==> src/rtl/i2c_tb_burst_bridge_fifo.sv <==
// sync_fifo: single-clock FIFO with synchronous clear; dout shows the head combinationally.
// Latency: a push is visible at dout/count one cycle later; a pop takes effect on the same edge.
// Backpressure: a push while full is dropped unless a pop frees the slot in that cycle; clr wins over push/pop.
// Ports: clk, rst (async, active-high), push/din, pop, clr -> dout, full, empty, count.
module sync_fifo #(
    parameter int WIDTH = 8,
    parameter int DEPTH = 8,
    localparam int AW = $clog2(DEPTH)
) (
    input  logic             clk,
    input  logic             rst,
    input  logic             push,
    input  logic [WIDTH-1:0] din,
    input  logic             pop,
    input  logic             clr,
    output logic [WIDTH-1:0] dout,
    output logic             full,
    output logic             empty,
    output logic [AW:0]      count
);

    localparam logic [AW:0]   FULL_CNT = (AW + 1)'(DEPTH);
    localparam logic [AW:0]   CNT_ONE  = (AW + 1)'(1);
    localparam logic [AW-1:0] PTR_ONE  = AW'(1);

    logic [WIDTH-1:0] mem [DEPTH];
    logic [AW-1:0]    wr_ptr;
    logic [AW-1:0]    rd_ptr;
    logic             do_push;
    logic             do_pop;

    assign full    = (count == FULL_CNT);
    assign empty   = (count == '0);
    assign dout    = mem[rd_ptr];
    assign do_pop  = pop && !empty && !clr;
    // A pop in the same cycle frees a slot, so a push into a full FIFO is still accepted.
    assign do_push = push && !clr && (!full || do_pop);

    always_ff @(posedge clk) begin
        if (do_push) begin
            mem[wr_ptr] <= din;
        end
    end

    always_ff @(posedge clk or posedge rst) begin
        if (rst) begin
            wr_ptr <= '0;
            rd_ptr <= '0;
            count  <= '0;
        end else if (clr) begin
            wr_ptr <= '0;
            rd_ptr <= '0;
            count  <= '0;
        end else begin
            // Pointers wrap naturally because DEPTH is a power of two.
            if (do_push) wr_ptr <= wr_ptr + PTR_ONE;
            if (do_pop)  rd_ptr <= rd_ptr + PTR_ONE;
            case ({do_push, do_pop})
                2'b10:   count <= count + CNT_ONE;
                2'b01:   count <= count - CNT_ONE;
                default: count <= count;
            endcase
        end
    end

endmodule

==> config.mk <==
export PLATFORM = sky130hd
export DESIGN_NAME = sync_fifo
export DESIGN_NICKNAME = d
export VERILOG_FILES = /design/src/rtl/i2c_tb_burst_bridge_fifo.sv
export SDC_FILE = /design/constraint.sdc
export NUM_CORES = 1
export LEC_CHECK = 0
export BUFFER_PORTS_ARGS = -buffer_cell sky130_fd_sc_hd__buf_2
export CAP_MARGIN = 5
export CELL_PAD_IN_SITES_DETAIL_PLACEMENT = 1
export CELL_PAD_IN_SITES_GLOBAL_PLACEMENT = 1
export CORE_UTILIZATION = 55
export DETAILED_ROUTE_END_ITERATION = 10
export GPL_TIMING_DRIVEN = 0
export PLACE_DENSITY_LB_ADDON = 0.1
export SYNTH_ARGS = -nofsm -noshare
export SYNTH_HDL_FRONTEND = slang
export SYNTH_SLANG_ARGS = --single-unit
==> constraint.sdc <==
create_clock -name clk -period 5.1 [get_ports clk]
set_input_delay 1.02 -clock clk [delete_from_list [all_inputs] [get_ports clk]]
set_output_delay 1.02 -clock clk [all_outputs]
set_load 0.02 [all_outputs]
After elaboration in Yosys (flattened, before gate mapping). Memory sizes are Yosys's and may differ from the RTL's. Index checks and enable logic that the tools add are counted.

Register bits after elaboration: 10. RAM bits: 64. Output and inout port bits: 14. Word-level logic and storage cells: 31. Memories: 1.

Add/subtract/negate cells: 4. Equality and inequality tests: 3. Muxes and demuxes: 8. Reduce and logical (&&, ||, !) cells: 12.

Memories: mem (depth 8, bits a word 8, rd ports 1, clocked after memory_dff 0, write ports 1, RTL line 26) `logic [WIDTH-1:0] mem [DEPTH];`.

Operators with widths (number): $mux W3 (4); $pmux W4 S2 (1); $add A3 B1 Y3 const B (2); $add A4 B1 Y4 const B (1); $eq A4 B4 Y1 const B (1); $logic_and A1 B1 Y1 (4); $logic_not A4 Y1 (1); $mux W4 (1); $reduce_bool A2 Y1 (2); $sub A4 B1 Y4 const B (1); $logic_not A1 Y1 (3); $reduce_bool A3 Y1 (1); $eq A2 B1 Y1 const B (1); $eq A2 B2 Y1 const B (1); $mux W1 (2); $logic_or A1 B1 Y1 (1).

Depth between registers and ports, before layout. Gate-level depths: netlist of run 1.

Depth after elaboration: 9. Mapped depth: 8. Mapped depth without buffers: 7.

Least setup slack after synthesis of run 1. Ideal clock, no wire load.

Path kind: input -> register. Start: input clr. End: register count[3]. Data arrival time: 2701 ps. Slack: 2275 ps. Cell stages on the path: 8. Path buffers: 2. Cell sequence: buf_2 > clkbuf_1 > nor3_1 > ha_1 > a21o_1 > a211oi_1 > nor4bb_1 > a211o_1.

Longest elaborated chain between the ends: 7.

Ends and longest elaborated chain: start: declaration (RTL line 15) `input logic clr,`; $logic_not A1 Y1 (RTL line 35, 37); $logic_and A1 B1 Y1 (RTL line 35) `assign do_pop = pop && !empty && !clr;`; $logic_or A1 B1 Y1 (RTL line 37) `assign do_push = push && !clr && (!full || do_pop);`; $logic_and A1 B1 Y1 (RTL line 37); $eq A2 B1 Y1 or $eq A2 B2 Y1 (tied branches) (RTL line 58) `case ({do_push, do_pop})`; $pmux W4 S2 (RTL line 58); $mux W4 (RTL line 50) `end else if (clr) begin`; end signal: assignment (RTL line 59) `2'b10: count <= count + CNT_ONE;`; end signal: assignment (RTL line 60) `2'b01: count <= count - CNT_ONE;`; end signal: assignment (RTL line 61) `default: count <= count;`; end: declaration (RTL line 19) `output logic [AW:0] count`.

Parallel ways exist; a longest one is shown, timed or not. A chain may end at the register's enable or synchronous reset.

Worst setup path in the final report of run 1.
Start: register rd_ptr[0]. End: output dout[4].

Longest elaborated chain between the ends: 1.

Ends and longest elaborated chain: start: declaration (RTL line 28) `logic [AW-1:0] rd_ptr;`; start signal: assignment (RTL line 57) `if (do_pop) rd_ptr <= rd_ptr + PTR_ONE;`; $mem_v2 Z8 W8; end: declaration (RTL line 16) `output logic [WIDTH-1:0] dout,`.

Every way passes these cells.

==> flow_metrics.tcl, run 1 <==
set metrics [dict create \
    dieArea_mm2 0.00620 \
    drtIter0Drc 160 \
    worst_pin_slew_ns 1.04 \
    seqCellArea_mm2 0.00217 \
    multi_input_comb_area_um2 995 \
    wire_per_inst_um 24.3 \
    die_w_um 78.8 \
    slew_headroom_pct 30.7 \
    period_minus_slack_ns 3.21 \
    r2r_start "count[2]$_DFFE_PP0P_" \
    syn_to_final_growth_pct 15.3 \
    dp_hpwl_um 4480 \
    coreArea_mm2 0.00561 \
    synth_top_area_share_pct 59.3 \
    dr_total_vias 1756 \
    postSynth.asyncResetShare_pct 13.5 \
    mostFrequentLayoutCell "edfxtp_1" \
    drtAntennaViolNets 0 \
    reg2regPathDepth 7 \
    peakVddDrop_v 0.000244 \
    grt.total_usage_pct 25.2 \
    yosys_register_bits 74 \
    critPathArrivalTime_ns 2.19 \
    cpMostUsedCell "buf_6" \
    rsz0062_at_grt "no" \
    worstSetupPathType "flip-flop to output port" \
    cts_tree "yes" \
    grt-ovfl-total 0 \
    synth_largest_area_cell "edfxtp_1" \
    synthesis.area_mm2 0.00324 \
    fin_crit_sh_pct 63.0 \
    cts_resized 0 \
    seq_area_frac_synth_pct 67.0 \
    io_buffers 24 \
    maxSlewViolCount 0 \
    ioPinCount 27 \
    insertion_delay_ns 0.34 \
    maxCapViolations 0 \
    start_util_pct 57.8 \
    r2r_slack_ns 2.49 \
    drive_above_1_share_pct 32.6 \
    rr_endpoint "count[3]$_DFFE_PP0P_" \
    cp-startpoint "rd_ptr[0]$_DFFE_PP0P_" \
    cp_cell_sequence "buf_6 -> buf_6 -> mux4_1 -> mux2_2 -> buf_2" \
    grt_pass1_wl_um 10700 \
    critPathMaxStageDelay_ns 0.61 \
    first_global_vias 1875 \
    p_leak_nw 1.36 \
    grt_max_degree 14 \
    postCtsSetupBuffers 0 \
    fin_tns_setup_ns 0 \
    setup_viol 0 \
    endpoint_kind "output port" \
    postRouteWirelength_um 7050 \
    clockRootBuffer "clkbuf_8" \
    gp_congestion 0.792 \
    crit_fanout 10 \
    die_y_um 78.8 \
    n_fill_cell 510 \
    finalHoldViolCount 0 \
    netlist_instances 175 \
    power_density_mw_per_mm2 409 \
    syn-num-nets 193 \
    nets 231 \
    final_cell_mix "64 x edfxtp_1, 25 x buf_2, 13 x mux4_1" \
    synthFlopType "edfxtp_1" \
    dr.pass1.iters 4 \
    holdCritPathClass "input pin to asynchronous set/reset pin" \
    row_count 27 \
    critPathLaunchType "flip-flop" \
    synth_cell_type_count 42 \
    h-tree-depth 3 \
    critPathSlowestCell "mux4_1" \
    cts_hold_buf 0 \
    antenna_found_initial 0 \
    clkTransAtPathRegs_ns 0.08 \
    drc 0 \
    synth_warnings 0 \
    cts.sinks 74 \
    critPathRequiredTime_ns 4.08 \
    cts_buffer_depth 2 \
    status "finished clean" \
    avgSynthCellArea_um2 18.5 \
    vias_per_cell 6.06 \
    skew_ns 0.00891 \
    cts_buffers 9 \
    fin_util_pct 66.6 \
    synth_area_leaders "edfxtp_1 59%, mux4_1 11%, dfrtp_1 7.7%, mux2_2 2.8%, mux4_2 2.1%" \
    synth-edff-count 64 \
    max_freq_ghz 0.311 \
    antenna_cells 0 \
]
## sequential cells by signal, indices dropped and copies added, names as in the netlist
name and count:
count 4, mem 64, rd_ptr 3, wr_ptr 3
## stage by stage
| stage | hold WS [ns] | instance area, um^2 | std cells | setup WS (ns) | total power (W) |
|---|---|---|---|---|---|
| 2_1_floorplan | 0.578 | 3240 | 175 | 2.27 | 0.000910 |
| 3_3_place_gp | 0.610 | 3450 | 271 | 1.42 | 0.000972 |
| 3_5_place_dp | 0.643 | 3500 | 274 | 1.98 | 0.000990 |
| 4_1_cts | 0.655 | 3740 | 290 | 1.85 | 0.00154 |
| 5_1_grt | 0.663 | 3740 | 290 | 1.83 | 0.00158 |
| 6_report | 0.648 | 3740 | 290 | 1.89 | 0.00153 |
## layout make-up
class / count / share of cell area (%)
buffer: 9 / 2.38
clock buffer: 10 / 3.41
clock inverter: 6 / 3.05
inverter: 2 / 0.201
multi-input combinational: 90 / 26.6
sequential: 74 / 58.1
tap: 72 / 2.41
timing repair buffer: 27 / 3.82
## critical path, delay by kind of cell (launching register included)
| kind | cells | cell delay [ns] |
|---|---|---|
| buf+inv | 3 | 0.56 |
| mux | 2 | 0.92 |
| flops | 1 | 0.38 |
## cell usage after synthesis, types with 2 or more instances
cell type	count
edfxtp_1	64
mux4_2	3
o211ai_1	2
clkbuf_8	3
nand3b_1	2
nand2b_1	2
mux2_2	8
buf_6	3
nor4b_1	2
nand2_1	3
dfrtp_1	10
inv_1	2
xor2_1	5
nor2_1	11
ha_1	4
mux2i_1	2
a21oi_1	5
nor4_1	3
nor3_1	5
mux4_1	13
o21ai_1	2
## layer usage
layer  global-route usage (%)  up-vias  wire length, um
li1                         -      787                -
met1                     31.8      916             3040
met2                     43.3       45             3680
met3                     6.55        8              240
met4                     7.04        0               92
met5                        0        -                0
## power breakdown
part	leakage [nW]	internal [W]	total, W	switching [W]
Clock	0.113	0.000327	0.000546	0.000219
Sequential	0.714	0.000677	0.000701	0.0000236
Combinational	0.535	0.000131	0.000281	0.000151
Total	1.36	0.00113	0.00153	0.000394
## worst max path at each step
stage	endpoint	slack, ns	depth (start not counted)
3_5_place_dp	count[3]$_DFFE_PP0P_	1.98	8
2_1_floorplan	count[3]$_DFFE_PP0P_	2.27	8
4_1_cts	dout[4]	1.85	5
6_report	dout[4]	1.89	5
3_3_place_gp	mem[0][7]$_DFFE_PP_	1.42	4
5_1_grt	dout[5]	1.83	5
## kinds of logic after synthesis
| kind of cell | after synthesis | synth area share (%) |
|---|---|---|
| xor+xnor | 5 | 1.35 |
| mux | 26 | 16.0 |
| fa+ha+maj | 5 | 2.16 |
| compound gates | 18 | 4.17 |
| buf+inv | 11 | 2.97 |
| flops | 74 | 67.0 |
| simple gates | 36 | 6.29 |
(Power assumes the default switching activity.)
==> run 2: changes to the inputs <==
--- a/config.mk
+++ b/config.mk
@@ -5,11 +5,12 @@
 export SDC_FILE = /design/constraint.sdc
 export NUM_CORES = 1
 export LEC_CHECK = 0
+export ABC_AREA = 1
 export BUFFER_PORTS_ARGS = -buffer_cell sky130_fd_sc_hd__buf_2
 export CAP_MARGIN = 5
 export CELL_PAD_IN_SITES_DETAIL_PLACEMENT = 1
 export CELL_PAD_IN_SITES_GLOBAL_PLACEMENT = 1
-export CORE_UTILIZATION = 55
+export CORE_UTILIZATION = 43
 export DETAILED_ROUTE_END_ITERATION = 10
 export GPL_TIMING_DRIVEN = 0
 export PLACE_DENSITY_LB_ADDON = 0.1
==> constraint.sdc (replaced) <==
create_clock -name clk -period 2.6 [get_ports clk]
set_input_delay 0.52 -clock clk [delete_from_list [all_inputs] [get_ports clk]]
set_output_delay 0.52 -clock clk [all_outputs]
set_load 0.02 [all_outputs]
==> flow_metrics.tcl, run 2 <==
set metrics [dict create \
    status "finished clean" \
    synth-edff-count 64 \
    grt-ovfl-total 0 \
    nets 324 \
    dieArea_mm2 0.00772 \
    worst_pin_slew_ns 1.02 \
    syn_to_final_growth_pct 13.1 \
    syn-num-nets 287 \
    drtAntennaViolNets 0 \
    whs_ns 0.152 \
    synth_compound_area_share_pct 7.81 \
    vias_per_cell 5.29 \
    endpoint_kind "output port" \
    wire_per_inst_um 18.4 \
    h-tree-depth 3 \
    synth_area_leaders "edfxtp_1 61%, dfrtp_1 7.9%, nand2_1 6.0%, nor2_1 5.7%, o21ai_0 3.3%" \
    cp_top_family "flip-flops" \
    insertion_delay_ns 0.35 \
    avgSynthCellArea_um2 11.8 \
    clockRootBuffer "clkbuf_8" \
    netlist_instances 269 \
    synthesis.area_mm2 0.00317 \
    io_buffers 26 \
    crit_buf_inv 2 \
    die_w_um 87.9 \
    drc 0 \
    holdCritPathClass "input pin to asynchronous set/reset pin" \
    drtIter0Drc 113 \
    peakVddDrop_v 0.000345 \
    antenna_cells 0 \
    mostFrequentLayoutCell "edfxtp_1" \
    postRouteWirelength_um 7480 \
    synthFlopType "edfxtp_1" \
    critPathRequiredTime_ns 2.08 \
    slew_headroom_pct 31.7 \
    grt.total_usage_pct 21.8 \
    cts.sinks 74 \
    stdcell_area_mm2 0.00359 \
    synth_cell_type_count 28 \
    dp_slack_ns 0.236 \
    synth_top_family_by_area "simple AND/OR/NAND/NOR gates" \
    cts_tree "yes" \
    row_count 30 \
    synth_commonest_cells "64 x edfxtp_1, 51 x nand2_1, 48 x nor2_1" \
    fin_total_pwr_w 0.00271 \
    critPathMaxStageDelay_ns 0.53 \
    cts_buffer_depth 2 \
    finalHoldViolCount 0 \
    critPathLaunchType "flip-flop" \
    crit_fanout 10 \
    maxSlewViolCount 0 \
    antenna_found_initial 0 \
    fin_crit_sh_pct 92.6 \
    clkTransAtPathRegs_ns 0.07 \
    dr_total_vias 2154 \
    critPathArrivalTime_ns 1.89 \
    largest-register "mem" \
    maxCapViolations 0 \
    worstSetupPathType "flip-flop to output port" \
    largest_reg_flops 64 \
    worst_slack_ns 0.192 \
    postSynth.asyncResetShare_pct 13.5 \
    fin_tns_setup_ns 0 \
    ioPinCount 27 \
    largestRegisters "mem x64, count x4" \
    coreArea_mm2 0.00694 \
    seq_area_frac_synth_pct 68.5 \
    synth-simple-area-share_pct 15.1 \
    first_global_vias 2232 \
    drive_above_1_share_pct 19.0 \
    yosys-mux-area-fraction_pct 2.52 \
    cp_cell_sequence "buf_2 -> o21ai_0 -> o22ai_1 -> nand2_1 -> nand2_1 -> buf_2" \
    die_y_um 87.9 \
    synth_warnings 0 \
    synth_largest_area_cell "edfxtp_1" \
    gp_congestion 0.723 \
    rsz0062_at_grt "no" \
    start_util_pct 45.7 \
    cts_buffers 9 \
    setup_viol 0 \
    synth_top_area_share_pct 60.6 \
    grt_pass1_wl_um 11800 \
    power_density_mw_per_mm2 755 \
    synthAdderAreaFrac_pct 2.21 \
    critPathSlowestCell "dfrtp_1" \
    synth-xor-area-share_pct 0.276 \
    p_leak_nw 1.39 \
    period_minus_slack_ns 2.41 \
    skew_ns 0.0119 \
    dp_hpwl_um 5100 \
    dr.pass1.iters 4 \
    placed_cell_area_mm2 0.00342 \
    final_cell_mix "64 x edfxtp_1, 51 x nand2_1, 48 x nor2_1" \
    max_freq_ghz 0.415 \
    grt_max_degree 13 \
    yosys_register_bits 74 \
    yosysMostFrequentCell "edfxtp_1" \
]
==> run 2: cell types whose count changed after synthesis, moves of 9 or more <==
cell and change:
nor2_1 +37, mux4_1 -13, nand3_1 +11, nand2_1 +48, o21ai_0 +21, inv_1 +9
==> run 2: layout make-up <==
| type | instances | area (um^2) |
|---|---|---|
| fill | 751 | 3360 |
| sequential | 74 | 2170 |
| multi-input combinational | 171 | 886 |
| clock buffer | 12 | 135 |
| timing repair buffer | 26 | 130 |
| tap | 96 | 120 |
| buffer | 10 | 61.3 |
| inverter | 14 | 53.8 |
| clock inverter | 4 | 28.8 |
==> run 2: path summary, 6_finish.rpt <==
check	startpoint	to	slack [ns]	depth (start not counted)
min in group clk	din[1]	mem[5][1]$_DFFE_PP_	0.44	1
max in group asynchronous	rst	rd_ptr[2]$_DFFE_PP0P_	2.15	2
hold reg to reg	count[2]$_DFFE_PP0P_	count[2]$_DFFE_PP0P_	0.59	2
setup reg to reg	count[3]$_DFFE_PP0P_	mem[6][7]$_DFFE_PP_	0.42	7
hold / removal	rst	wr_ptr[2]$_DFFE_PP0P_	0.15	2
setup / recovery	rd_ptr[1]$_DFFE_PP0P_	dout[6]	0.19	6
==> run 2: routing by layer <==
layer	GRT usage [%]	wire [um]
met5	0	0
met3	4.71	359
met4	12.2	262
met2	36.4	3680
met1	26.2	3170
==> run 2: cell families (layout without fill, tap and decap cells) <==
kind of cell	Yosys count	after routing
simple gates	117	117
flops	74	74
compound gates	40	40
buf+inv	24	66
mux	8	8
fa+ha+maj	5	5
xor+xnor	1	1
==> run 2: timing repair <==
item / in CTS / in global routing
setup endpoints to repair: 0 / 5
buffers inserted: 0 / 0
hold buffers: 0 / 0
gates resized for setup: 0 / 2
==> run 2: worst reg2reg max path: stages (launching register included) <==
cell     delay (ns)
dfrtp_1        0.43
inv_1          0.10
nor2_1         0.05
nand2_1        0.12
o21ai_2        0.07
inv_1          0.11
nand2_1        0.13
nor2_1         0.80
==> run 2: power by group <==
| group | internal [W] | switching [W] |
|---|---|---|
| Combinational | 0.000195 | 0.000399 |
| Sequential | 0.00133 | 0.0000330 |
| Clock | 0.000347 | 0.000407 |
==> run 2: stage by stage <==
| stage | util (%) | instances |
|---|---|---|
| final | 51.7 | 407 |
| after global routing | 51.7 | 407 |
| after CTS | 51.6 | 407 |
| after detailed placement | 49.3 | 391 |
| after global placement | 49.3 | 391 |
| after floorplan | - | 269 |
==> run 3: changes to the inputs <==
--- a/config.mk
+++ b/config.mk
@@ -14,6 +14,7 @@
 export DETAILED_ROUTE_END_ITERATION = 10
 export GPL_TIMING_DRIVEN = 0
 export PLACE_DENSITY_LB_ADDON = 0.1
+export SETUP_SLACK_MARGIN = 0.2
 export SYNTH_ARGS = -nofsm -noshare
 export SYNTH_HDL_FRONTEND = slang
 export SYNTH_SLANG_ARGS = --single-unit
==> flow_metrics.tcl, run 3 (synthesized netlist as in run 2, its figures left out) <==
set metrics [dict create \
    status "finished clean" \
    nets 324 \
    critPathSlowestCell "dfrtp_1" \
    critPathLaunchType "flip-flop" \
    rsz0062_at_grt "yes" \
    cts_hold_buf 0 \
    ioPinCount 27 \
    postRouteWirelength_um 7520 \
    final_cell_mix "64 x edfxtp_1, 51 x nand2_1, 48 x nor2_1" \
    clkTransAtPathRegs_ns 0.07 \
    vias_per_cell 5.31 \
    grt-ovfl-total 0 \
    wire_per_inst_um 18.5 \
    p_leak_nw 1.39 \
    peakVddDrop_v 0.000348 \
    max_freq_ghz 0.429 \
    clkPwrFrac_pct 27.6 \
    switching_share_pct 30.8 \
    skew_ns 0.0103 \
    h-tree-depth 3 \
    largest_reg_flops 64 \
    die_w_um 87.9 \
    pwr-share-seq_pct 49.8 \
    first_global_vias 2233 \
    period_minus_slack_ns 2.33 \
    internal-power_w 0.00189 \
    endpoint_kind "output port" \
    finalHoldViolCount 0 \
    critPathArrivalTime_ns 1.81 \
    cp-startpoint "rd_ptr[0]$_DFFE_PP0P_" \
    slew_headroom_pct 32.4 \
    critPathRequiredTime_ns 2.08 \
    insertion_delay_ns 0.35 \
    drtIter0Drc 134 \
    gp_congestion 0.723 \
    fin_tns_setup_ns 0 \
    p_sw_w 0.000842 \
    critPathMaxStageDelay_ns 0.38 \
    setup_viol 0 \
    n_fill_cell 741 \
    grt_max_degree 13 \
    die_y_um 87.9 \
    cts.sinks 74 \
    dr.pass1.iters 4 \
    mostFrequentLayoutCell "edfxtp_1" \
    cp_cell_sequence "buf_4 -> clkinv_2 -> buf_8 -> nor2_1 -> o32ai_1 -> nand2_1 -> nand2_1 -> buf_4" \
    cts_buffers 9 \
    fin_crit_sh_pct 89.6 \
    coreArea_mm2 0.00694 \
    maxCapViolations 0 \
    cts_buffer_depth 2 \
    cts_tree "yes" \
    comb_power_share_pct 22.5 \
    grt_pass1_wl_um 11800 \
    power_density_mw_per_mm2 755 \
    grt.total_usage_pct 21.8 \
    largestRegisters "mem x64, count x4" \
    row_count 30 \
    r2r_start "count[3]$_DFFE_PP0P_" \
    worst_pin_slew_ns 1.01 \
    drtAntennaViolNets 0 \
    dr_total_vias 2163 \
    fin_util_pct 52.1 \
    drive_above_1_share_pct 19.6 \
    antenna_cells 0 \
    dp_hpwl_um 5100 \
    crit_fanout 10 \
    drc 0 \
    worstSetupPathType "flip-flop to output port" \
    syn_to_final_growth_pct 14.0 \
    dieArea_mm2 0.00772 \
    clockRootBuffer "clkbuf_8" \
    fin_total_pwr_w 0.00273 \
    antenna_found_initial 0 \
    maxSlewViolCount 0 \
    holdCritPathClass "input pin to asynchronous set/reset pin" \
    io_buffers 26 \
    start_util_pct 45.7 \
    largest-register "mem" \
]
run 3: cell count changes in the layout (fill, tap and decap cells not counted), sizes merged:
cell and change:
buf -2, clkbuf +2
run 3: power by group through the flow:
| stage | Clock, W | Sequential, W | Combinational, W |
|---|---|---|---|
| finish | 0.000753 | 0.00136 | 0.000615 |
| global route | 0.000811 | 0.00137 | 0.000678 |
| CTS | 0.000772 | 0.00136 | 0.000602 |
| detailed placement | 0 | 0.00139 | 0.000600 |
| global placement | 0 | 0.00138 | 0.000590 |
| floorplan | 0 | 0.00139 | 0.000385 |
run 3: worst paths after layout:
kind,cells past startpoint,slack (ns),endpoint
setup / recovery,8,0.27,dout[6]
hold / removal,2,0.15,wr_ptr[2]$_DFFE_PP0P_
setup reg to reg,7,0.43,mem[7][7]$_DFFE_PP_
hold reg to reg,2,0.59,count[2]$_DFFE_PP0P_
max in group asynchronous,2,2.12,rd_ptr[1]$_DFFE_PP0P_
min in group clk,1,0.43,mem[3][1]$_DFFE_PP_
run 3: timing repair:
item	in CTS	in global routing
pin swaps	0	0
setup buffers	0	0
resized for setup	1	11
endpoints found under the setup margin	7	8
run 3: final cells by class:
class,count,area (um^2),share of cell area [%]
multi-input combinational,171,893,24.7
clock buffer,12,135,3.74
tap,96,120,3.32
timing repair buffer,26,133,3.67
buffer,10,78.8,2.18
sequential,74,2170,60.1
inverter,14,53.8,1.49
clock inverter,4,28.8,0.796
run 3: stage by stage:
| step | setup WS, ns | cell area [um^2] | hold WS, ns | instances |
|---|---|---|---|---|
| after floorplan | 0.701 | 3170 | 0.360 | 269 |
| after global placement | 0.292 | 3420 | 0.539 | 391 |
| after detailed placement | 0.236 | 3420 | 0.545 | 391 |
| after CTS | 0.208 | 3590 | 0.169 | 407 |
| after global routing | 0.186 | 3620 | 0.188 | 407 |
| final | 0.272 | 3620 | 0.150 | 407 |
run 3: metal layers:
layer,wire (um),up-vias,track usage [%],share of wire [%]
li1,-,1026,-,-
met1,3220,1057,26.2,43
met2,3720,65,36.4,50
met3,316,15,4.71,4.2
met4,262,0,12.2,3.5
met5,0,-,0,0
run 3: critical path: cells and delay by family, from the launching register on:
| kind | cells | cell delay (ns) |
|---|---|---|
| buffers and inverters | 4 | 0.58 |
| and+or+nand+nor | 3 | 0.25 |
| DFF | 1 | 0.38 |
| AOI/OAI and AO/OA | 1 | 0.25 |
